[src/rtl/oled_spi_byte_tx_pkg.sv]
// rtl/oled_spi_byte_tx_pkg.sv - shared SSD1309 OLED constants, state codes and byte record
package oled_spi_byte_tx_pkg;

    // Serializer states
    localparam logic [1:0] ST_IDLE  = 2'd0;
    localparam logic [1:0] ST_SETUP = 2'd1;
    localparam logic [1:0] ST_SHIFT = 2'd2;
    localparam logic [1:0] ST_HOLD  = 2'd3;

    // Default SCLK / CS timing in clk cycles (27 MHz / 8 = 3.375 MHz SCLK)
    localparam int DEF_HALF_PERIOD = 4;
    localparam int DEF_CS_SETUP    = 2;
    localparam int DEF_CS_HOLD     = 2;

    // SSD1309 command bytes used by the init sequencer
    localparam logic [7:0] SSD1309_DISPLAY_OFF = 8'hAE;
    localparam logic [7:0] SSD1309_DISPLAY_ON  = 8'hAF;
    localparam logic [7:0] SSD1309_ENTIRE_ON   = 8'hA5;

    // One queued byte with its D/C flag and CS-release marker
    typedef struct packed {
        logic [7:0] data;
        logic       dc;
        logic       last;
    } oled_byte_t;

endpackage

[src/rtl/oled_spi_byte_tx_if.sv]
// rtl/oled_spi_byte_tx_if.sv - byte handshake between the sequencer and the SPI serializer
interface oled_spi_byte_tx_if;
    logic       in_valid;
    logic       in_ready;
    logic [7:0] in_data;
    logic       in_dc;
    logic       in_last;

    modport master (
        output in_valid,
        output in_data,
        output in_dc,
        output in_last,
        input  in_ready
    );

    modport slave (
        input  in_valid,
        input  in_data,
        input  in_dc,
        input  in_last,
        output in_ready
    );
endinterface

[src/rtl/oled_spi_byte_tx_sclk_gen.sv]
// rtl/oled_spi_byte_tx_sclk_gen.sv - half-period counter producing SCLK and its falling strobe
module oled_spi_byte_tx_sclk_gen
    import oled_spi_byte_tx_pkg::*;
#(
    parameter int HALF_PERIOD = DEF_HALF_PERIOD
) (
    input  logic clk,
    input  logic reset_n,
    input  logic run_i,
    output logic sclk_o,
    output logic fall_o
);

    localparam int HW = (HALF_PERIOD > 1) ? $clog2(HALF_PERIOD) : 1;

    logic [HW-1:0] hcnt_q, hcnt_d;
    logic          sclk_q, sclk_d;
    logic          half_done;
    logic          rise;

    assign half_done = run_i && (hcnt_q == HW'(HALF_PERIOD - 1));
    assign rise      = half_done & ~sclk_q;
    assign fall_o    = half_done & sclk_q;
    assign sclk_o    = sclk_q;

    // Count out each half period; every bit starts with a low phase when run rises
    always_comb begin
        hcnt_d = hcnt_q;
        sclk_d = sclk_q;
        if (!run_i) begin
            hcnt_d = '0;
            sclk_d = 1'b0;
        end else if (half_done) begin
            hcnt_d = '0;
            sclk_d = rise ? 1'b1 : 1'b0;
        end else begin
            hcnt_d = hcnt_q + HW'(1);
        end
    end

    // SCLK and phase counter registers
    always_ff @(posedge clk or negedge reset_n) begin
        if (!reset_n) begin
            hcnt_q <= '0;
            sclk_q <= 1'b0;
        end else begin
            hcnt_q <= hcnt_d;
            sclk_q <= sclk_d;
        end
    end

endmodule

[src/rtl/oled_spi_byte_tx.sv]
// rtl/oled_spi_byte_tx.sv - write-only SSD1309 4-wire SPI byte serializer (mode 0, MSB first)
module oled_spi_byte_tx
    import oled_spi_byte_tx_pkg::*;
#(
    parameter int HALF_PERIOD = DEF_HALF_PERIOD,
    parameter int CS_SETUP    = DEF_CS_SETUP,
    parameter int CS_HOLD     = DEF_CS_HOLD
) (
    input  logic                 clk,
    input  logic                 reset_n,
    oled_spi_byte_tx_if.slave    in_if,
    output logic                 busy,
    output logic                 sclk,
    output logic                 sdin,
    output logic                 cs,
    output logic                 dc
);

    localparam int TMAX = (CS_SETUP > CS_HOLD) ? CS_SETUP : CS_HOLD;
    localparam int TW   = $clog2(TMAX + 1);

    logic [1:0]    state_q, state_d;
    logic [TW-1:0] tcnt_q, tcnt_d;
    logic [2:0]    bit_q, bit_d;
    logic [7:0]    shift_q, shift_d;
    logic          last_q, last_d;
    logic          dc_q, dc_d;
    logic          sdin_q, sdin_d;
    logic          cs_q, cs_d;
    oled_byte_t    hold_q, hold_d;
    logic          hold_valid_q, hold_valid_d;
    logic          in_ready_q, in_ready_d;
    logic          busy_q, busy_d;
    logic          accept;
    logic          load;
    logic          fall;

    oled_spi_byte_tx_sclk_gen #(
        .HALF_PERIOD(HALF_PERIOD)
    ) u_sclk_gen (
        .clk     (clk),
        .reset_n (reset_n),
        .run_i   (state_q == ST_SHIFT),
        .sclk_o  (sclk),
        .fall_o  (fall)
    );

    assign accept         = in_if.in_valid & in_ready_q;
    assign in_if.in_ready = in_ready_q;
    assign busy           = busy_q;
    assign sdin           = sdin_q;
    assign cs             = cs_q;
    assign dc             = dc_q;

    // Sequence CS framing, bit shifting and the single-entry holding register
    always_comb begin
        state_d      = state_q;
        tcnt_d       = tcnt_q;
        bit_d        = bit_q;
        shift_d      = shift_q;
        last_d       = last_q;
        dc_d         = dc_q;
        sdin_d       = sdin_q;
        cs_d         = cs_q;
        hold_d       = hold_q;
        hold_valid_d = hold_valid_q;
        load         = 1'b0;

        case (state_q)
            ST_IDLE: begin
                cs_d = 1'b1;
                if (hold_valid_q) begin
                    load    = 1'b1;
                    cs_d    = 1'b0;
                    tcnt_d  = '0;
                    state_d = ST_SETUP;
                end
            end
            ST_SETUP: begin
                if (tcnt_q == TW'(CS_SETUP - 1)) begin
                    tcnt_d  = '0;
                    bit_d   = '0;
                    state_d = ST_SHIFT;
                end else begin
                    tcnt_d = tcnt_q + TW'(1);
                end
            end
            ST_SHIFT: begin
                if (fall) begin
                    if (bit_q == 3'd7) begin
                        bit_d = '0;
                        // Chain straight into the next byte only if it was already waiting
                        if (!last_q && hold_valid_q) begin
                            load = 1'b1;
                        end else begin
                            tcnt_d  = '0;
                            state_d = ST_HOLD;
                        end
                    end else begin
                        shift_d = {shift_q[6:0], 1'b0};
                        sdin_d  = shift_q[6];
                        bit_d   = bit_q + 3'd1;
                    end
                end
            end
            ST_HOLD: begin
                if (tcnt_q == TW'(CS_HOLD - 1)) begin
                    tcnt_d  = '0;
                    cs_d    = 1'b1;
                    state_d = ST_IDLE;
                end else begin
                    tcnt_d = tcnt_q + TW'(1);
                end
            end
            default: begin
                cs_d    = 1'b1;
                state_d = ST_IDLE;
            end
        endcase

        if (load) begin
            shift_d = hold_q.data;
            sdin_d  = hold_q.data[7];
            dc_d    = hold_q.dc;
            last_d  = hold_q.last;
        end

        // Capture and load never coincide: load needs a full register, capture an empty one
        if (load) begin
            hold_valid_d = 1'b0;
        end else if (accept) begin
            hold_valid_d = 1'b1;
            hold_d       = '{data: in_if.in_data, dc: in_if.in_dc, last: in_if.in_last};
        end

        in_ready_d = ~hold_valid_d;
        busy_d     = (state_d != ST_IDLE) | hold_valid_d;
    end

    // State and output registers; reset releases CS at once and drops any partial byte
    always_ff @(posedge clk or negedge reset_n) begin
        if (!reset_n) begin
            state_q      <= ST_IDLE;
            tcnt_q       <= '0;
            bit_q        <= '0;
            shift_q      <= '0;
            last_q       <= 1'b0;
            dc_q         <= 1'b0;
            sdin_q       <= 1'b0;
            cs_q         <= 1'b1;
            hold_q       <= '0;
            hold_valid_q <= 1'b0;
            in_ready_q   <= 1'b1;
            busy_q       <= 1'b0;
        end else begin
            state_q      <= state_d;
            tcnt_q       <= tcnt_d;
            bit_q        <= bit_d;
            shift_q      <= shift_d;
            last_q       <= last_d;
            dc_q         <= dc_d;
            sdin_q       <= sdin_d;
            cs_q         <= cs_d;
            hold_q       <= hold_d;
            hold_valid_q <= hold_valid_d;
            in_ready_q   <= in_ready_d;
            busy_q       <= busy_d;
        end
    end

endmodule
[src/flat_wrapper.sv]
// flat-port wrapper written by rule: the top's interface ports become plain ports
module oled_spi_byte_tx_flat import oled_spi_byte_tx_pkg::*;
#(
    parameter int HALF_PERIOD = DEF_HALF_PERIOD,
    parameter int CS_SETUP    = DEF_CS_SETUP,
    parameter int CS_HOLD     = DEF_CS_HOLD
)
  (clk, reset_n, busy, sclk, sdin, cs, dc, in_if_in_valid, in_if_in_data, in_if_in_dc, in_if_in_last, in_if_in_ready);
  oled_spi_byte_tx_if in_if_i ();
  input  logic clk;
  input  logic reset_n;
  output logic busy;
  output logic sclk;
  output logic sdin;
  output logic cs;
  output logic dc;
  input wire logic [$bits(in_if_i.in_valid)-1:0] in_if_in_valid;
  input wire logic [$bits(in_if_i.in_data)-1:0] in_if_in_data;
  input wire logic [$bits(in_if_i.in_dc)-1:0] in_if_in_dc;
  input wire logic [$bits(in_if_i.in_last)-1:0] in_if_in_last;
  output wire logic [$bits(in_if_i.in_ready)-1:0] in_if_in_ready;
  assign in_if_i.in_valid = in_if_in_valid;
  assign in_if_i.in_data = in_if_in_data;
  assign in_if_i.in_dc = in_if_in_dc;
  assign in_if_i.in_last = in_if_in_last;
  assign in_if_in_ready = in_if_i.in_ready;
  oled_spi_byte_tx #(.HALF_PERIOD(HALF_PERIOD), .CS_SETUP(CS_SETUP), .CS_HOLD(CS_HOLD)) u_core (.clk(clk), .reset_n(reset_n), .in_if(in_if_i), .busy(busy), .sclk(sclk), .sdin(sdin), .cs(cs), .dc(dc));
endmodule
[config.mk]
export PLATFORM = sky130hd
export DESIGN_NAME = oled_spi_byte_tx_flat
export DESIGN_NICKNAME = d
export VERILOG_FILES = /design/src/rtl/oled_spi_byte_tx_pkg.sv /design/src/rtl/oled_spi_byte_tx_if.sv /design/src/rtl/oled_spi_byte_tx_sclk_gen.sv /design/src/rtl/oled_spi_byte_tx.sv /design/src/flat_wrapper.sv
export SDC_FILE = /design/constraint.sdc
export NUM_CORES = 1
export LEC_CHECK = 0
export CORE_MARGIN = 4
export CORE_UTILIZATION = 54
export CTS_CLUSTER_SIZE = 8
export DETAILED_ROUTE_END_ITERATION = 8
export PLACE_DENSITY_LB_ADDON = 0.12
export SETUP_SLACK_MARGIN = 0.15
export SLEW_MARGIN = 20
export SYNTH_ARGS = -nofsm -noshare
export SYNTH_HDL_FRONTEND = slang
export SYNTH_SLANG_ARGS = --single-unit
[constraint.sdc]
create_clock -name clk -period 2.2 [get_ports clk]
set_clock_uncertainty 0.05 [all_clocks]
set_input_delay 0.33 -clock clk [delete_from_list [all_inputs] [get_ports clk]]
set_output_delay 0.33 -clock clk [all_outputs]
set_load 0.03 [all_outputs]
### After elaboration in Yosys (flattened, before gate mapping)

Cells that the tools add are included.

| word-level totals | value |
|---|---|
| register bits | 34 |
| latch bits | 0 |
| RAM bits | 0 |
| ROM bits | 0 |
| input bits | 13 |
| output and inout port bits | 6 |
| word-level logic and storage cells | 95 |
| memories kept | 0 |

| operators by class | value |
|---|---|
| add/sub/neg operators | 3 |
| $mul | 0 |
| divide/modulo/power cells | 0 |
| magnitude comparators | 0 |
| eq/ne operators | 14 |
| shifts and indexed selects | 0 |
| muxes and demuxes | 40 |
| bitwise gates (word level) | 7 |
| reduce and logical (&&, ||, !) cells | 15 |

Operators with widths:

| kind | number |
|---|---|
| 7-bit two-way mux | 4 |
| 2-bit two-way mux | 13 |
| 1-bit two-way mux | 15 |
| 2-bit by 1-bit inequality test with 1-bit output (second input constant) | 7 |
| 2-bit nonzero test | 5 |
| 3-bit two-way mux | 3 |
| 2-bit one-hot mux with 4 select lines | 1 |
| 2-bit equality test (second input constant) | 3 |
| 2-bit one-hot mux with 3 select lines | 1 |
| 3-bit one-hot mux with 2 select lines | 1 |
| 3-bit AND reduction | 2 |
| 2-bit by 1-bit adder with 2-bit output (second input constant) | 2 |
| 2-bit by 1-bit equality test with 1-bit output (second input constant) | 2 |
| 1-bit one-hot mux with 2 select lines | 2 |
| 2-bit AND reduction | 2 |
| 4-bit AND reduction | 1 |
| 3-bit by 1-bit adder with 3-bit output (second input constant) | 1 |
| 1-bit AND | 3 |
| 3-bit equality test (second input constant) | 1 |
| 1-bit NOT | 3 |
| 1-bit logical AND | 2 |
| 2-bit zero test | 1 |
| 2-bit inequality test (second input constant) | 1 |
| 2-bit OR reduction | 1 |
| 2 further kinds | 2 |

### Depth between registers and ports, before layout

| logic depth | value |
|---|---|
| word-level depth | 8 |
| mapped depth | 7 |
| gate-level depth less buffers | 6 |

### By module

A second synthesis with hierarchy kept.

| second synthesis, totals | value |
|---|---|
| cell total of the unflattened synthesis | 120 |
| area total of the unflattened synthesis | 1541.5 µm² |

By module, submodules not included:

| module | instances | cells an instance | area an instance (µm²) | seq. area each (µm²) |
|---|---|---|---|---|
| oled_spi_byte_tx | 1 | 111 | 1413.9 | 778.2 |
| oled_spi_byte_tx_sclk_gen | 1 | 9 | 127.6 | 75.1 |

### Worst setup path before layout

Ideal clock, no wire load.

| path | value |
|---|---|
| kind | reg2reg |
| from | reg u_core.bit_q[0] |
| to | reg u_core.shift_q[1] |
| setup time | 125 ps |
| arrival time | 1642 ps |
| required time | 2025 ps |
| path slack | 383 ps |
| stages on the path, launching flop included | 6 |
| buffers on the path | 0 |
| clock period less this slack | 1817 ps |
| path through | dfrtp_1 > ha_1 > ha_1 > nand4b_2 > mux2_2 > mux2_2 |

| on the way | value |
|---|---|
| cells in the longest elaborated chain, start to end | 6 |
| elaborated cells between the ends (all ways) | 9 |
| those cells by class | eq/ne: 2; mux: 4; reduce/logical: 3 |

Ends and longest elaborated chain:

| element | line | RTL |
|---|---|---|
| from (decl) | oled_spi_byte_tx.sv:24 | `logic [2:0] bit_q, bit_d;` |
| from (signal assigned) | oled_spi_byte_tx.sv:158 | `bit_q <= bit_d;` |
| 3-bit equality test (*) | oled_spi_byte_tx.sv:90 | `if (bit_q == 3'd7) begin` |
| 1-bit two-way mux | oled_spi_byte_tx.sv:90 |  |
| 1-bit two-way mux | oled_spi_byte_tx.sv:89 | `if (fall) begin` |
| 1-bit one-hot mux with 2 select lines | oled_spi_byte_tx.sv:69 | `case (state_q)` |
| 2-bit by 1-bit inequality test with 1-bit output (no source line) or 2-bit nonzero test (tied branches) | n/a |  |
| 3-bit AND reduction (no source line) | n/a |  |
| to (signal assigned) | oled_spi_byte_tx.sv:159 | `shift_q <= shift_d;` |
| to (decl) | oled_spi_byte_tx.sv:25 | `logic [7:0] shift_q, shift_d;` |

Every way passes the cells marked *; elsewhere a longest branch is shown, timed or not.
A chain may end at the register's enable or synchronous reset.

### Worst setup path in the final report

Ends and elaborated chain as after synthesis.

==> flow_metrics.py <==
metrics = {
    "synthesis": {
        "ys_warn_count": 0,
        "synth.area.top_cells": "dfrtp_1 (50%), mux2_2 (20%), ha_1 (5.4%), dfstp_2 (3.3%), o2111ai_4 (1.6%)",
        "synth_area_um2": 1610,
        "synth_area_per_cell_um2": 13.3,
        "muxShareOfSynthArea_pct": 20.2,
        "yosys.area.top_type": "dfrtp_1",
        "synth_fp_nets": 141,
        "synth_compound_area_share_pct": 7.67,
        "synth_fa_ha_area_share_pct": 5.43,
        "synth_top_family_by_area": "multiplexers",
        "synthCells": 121,
        "seq_area_frac_synth_pct": 52.9,
        "yosys.area.top_type_share_pct": 49.6,
        "ys_ff_latch": 34,
        "synth_simple_gate_area_share_pct": 11.0,
        "yosysUniqueCellTypes": 33,
        "synth-xor-area-share_pct": 0.543,
    },
    "floorplanning": {
        "fp.dieW_um": 62.7,
        "die_h_um": 62.7,
        "dieArea_um2": 3930,
        "coreArea_um2": 2810,
        "rows": 19,
        "initial_core_util_pct": 57.5,
        "io_pins": 19,
    },
    "timing": {
        "drv_slew": 0,
        "max_freq_mhz": 509,
        "setup_tns_ns": 0,
        "rsz0062_at_grt": "no",
        "period_needed_ns": 1.96,
        "relSlewSlack_pct": 69.3,
        "period_share_pct": 89.3,
        "worst_slew_pin_slew_ns": 0.455,
        "setup-violations-final": 0,
        "final-hold-violation-count": 0,
    },
    "clocking": {
        "cts_tree": "built",
        "clock_sinks": 34,
        "clk_latency_ns": 0.32,
        "cts.clk_slew.worst_paths_ns": 0.10,
        "cts_inserted_buffers": 5,
        "cts.path.max_buffers": 2,
        "root_buffer": "clkbuf_4",
        "htreeDepth": 2,
        "post_cts_buffers": 0,
    },
    "layout": {
        "fin_nets": 166,
        "final_util_pct": 67.7,
        "register_area_um2": 853,
        "final_common_cell": "dfrtp_1",
        "fillers": 236,
        "final_layout_size_suffix_gt1_share_pct": 30.6,
        "diodes": 0,
        "layout_common_cells": "dfrtp_1 (32), mux2_2 (28), clkdlybuf4s50_1 (18)",
        "multi_input_area_um2": 731,
        "area_growth_syn_to_layout_pct": 17.7,
    },
    "routing": {
        "dr_total_vias": 998,
        "drt_iter0_markers": 56,
        "firstDrtPassIters": 4,
        "ant_nets": 0,
        "drc": 0,
        "wirelength_um": 2670,
        "vias_per_cell": 5.61,
        "avgRoutedWirePerCell_um": 15.0,
    },
    "critical_path": {
        "critPathMaxStageDelay_ns": 0.41,
        "crit_chain": "ha_1, ha_1, nand4b_2, mux2_2, mux2_2",
        "reg2reg_depth": 5,
        "cp-end-kind": "register",
        "worstReg2RegEnd": "u_core.shift_q[1]",
        "cp_slowest_cell": "dfrtp_1",
        "critPathLaunch": "u_core.bit_q[0]",
        "r2r_start": "u_core.bit_q[0]",
        "crit_fanout": 8,
        "critPathArrivalTime_ns": 2.13,
        "critPathRequiredTime_ns": 2.36,
        "crit_type": "reg2reg",
        "cp-start-kind": "register",
        "r2r_setup_slack_ns": 0.24,
    },
    "status": {
        "status": "completed",
    },
    "global_routing": {
        "grt_max_degree": 35,
        "grt_pass1_wl_um": 4690,
        "grt_pass1_vias": 1068,
        "grt_overflow": 0,
        "track_usage_pct": 15.4,
        "antenna_found_initial": 0,
    },
    "hold_path": {
        "worstHoldPathType": "in2async",
    },
    "power": {
        "power.density_nw_per_um2": 1310,
        "ir_worst_vdd_uv": 791,
        "p_leak_uw": 0.000887,
    },
    "placement": {
        "portBuffers": 18,
        "place_hpwl_um": 1970,
        "gp_congestion": 0.811,
    },
    "run": {
        "cap_violations": 0,
    },
}
-- worst max path at each step --
| stage | end | slack, ns | depth (start not counted) |
|---|---|---|---|
| 6_report | u_core.shift_q[1] | 0.24 | 5 |
| 5_1_grt | u_core.hold_q[4] | 0.16 | 5 |
| 4_1_cts | in_if_in_ready | 0.22 | 1 |
| 3_5_place_dp | u_core.shift_q[1] | 0.1 | 6 |
| 3_3_place_gp | u_core.shift_q[5] | 0.18 | 6 |
| 2_1_floorplan | u_core.shift_q[1] | 0.38 | 5 |
-- kinds of logic after synthesis --
kind of cell | after synthesis
buffers and inverters | 8
XOR/XNOR | 1
flip-flops | 34
AND/OR/NAND/NOR | 28
adder cells (fa/ha/maj) | 7
multiplexers | 29
AO/OA/AOI/OAI | 14
-- report_power, final --
| part | total, uW | internal [uW] | switching (uW) |
|---|---|---|---|
| Clock | 343 | 158 | 186 |
| Sequential | 1070 | 907 | 165 |
| Combinational | 1080 | 564 | 513 |
| Total | 2490 | 1630 | 863 |
-- worst max-delay path, delay by kind of cell, from the launching register on --
kind                     cells  cell delay [ns]
adder cells (fa/ha/maj)      2             0.43
flip-flops                   1             0.41
AND/OR/NAND/NOR              1             0.37
multiplexers                 2             0.61
-- registers in the layout (all words and copies together), names as in the netlist --
name and flops:
u_core.bit_q 3, u_core.busy 1, u_core.cs 1, u_core.dc 1, u_core.hold_q 10, u_core.hold_valid_q 1, u_core.in_if.in_ready 1, u_core.last_q 1
u_core.sdin 1, u_core.shift_q 7, u_core.state_q 2, u_core.tcnt_q 2, u_core.u_sclk_gen.hcnt_q 2, u_core.u_sclk_gen.sclk_o 1
-- stage by stage --
step	total power, uW	instances	hold slack [ns]	area [um2]	setup slack (ns)
final	2490	178	0.362	1900	0.236
after floorplan	1880	121	-0.0156	1610	0.383
after global routing	2690	178	0.369	1900	0.155
after CTS	2530	178	0.363	1900	0.221
after detailed placement	2160	170	0.397	1830	0.0986
after global placement	2100	170	0.375	1830	0.179
-- timing repair --
action                                  in CTS  in global routing
pin swaps                                    0                  1
hold buffers                                 0                  0
endpoints found under the setup margin       9                  3
resized for setup                            1                  0
endpoints found under the hold margin        0                  0
-- Yosys cell counts --
cell,instances
dfrtp_1,32
mux2_2,28
ha_1,7
inv_1,6
nand2_1,4
nor2_1,4
and2_1,3
nand2b_1,3
nor2b_1,3
o21ai_0,3
a21o_1,2
a21oi_1,2
dfstp_2,2
nand3_1,2
nor3b_1,2
a211o_1,1
a221oi_2,1
buf_6,1
clkbuf_1,1
mux2i_1,1
nand2b_4,1
nand3b_1,1
nand4_2,1
nand4b_2,1
nor2_2,1
nor3_1,1
o2111ai_1,1
o2111ai_4,1
o21a_1,1
o21ai_2,1
o311ai_0,1
or3_1,1
xor2_1,1
-- final cells by class --
class / count / share of cell area [%]
multi-input cells: 79 / 38.5
well taps: 31 / 2.04
flip-flops and latches: 34 / 44.9
repair buffers: 20 / 10.3
clock buffers: 8 / 3.10
inverters: 6 / 1.19
-- layer usage --
layer | global-route usage, % | share of wire [%] | vias to the layer above
li1 | - | - | 480
met1 | 16.0 | 42 | 498
met2 | 27.8 | 54 | 15
met3 | 4.32 | 2.7 | 5
met4 | 7.99 | 1.5 | 0
met5 | 0 | 0 | -
Power figures use the tool's default switching activity.
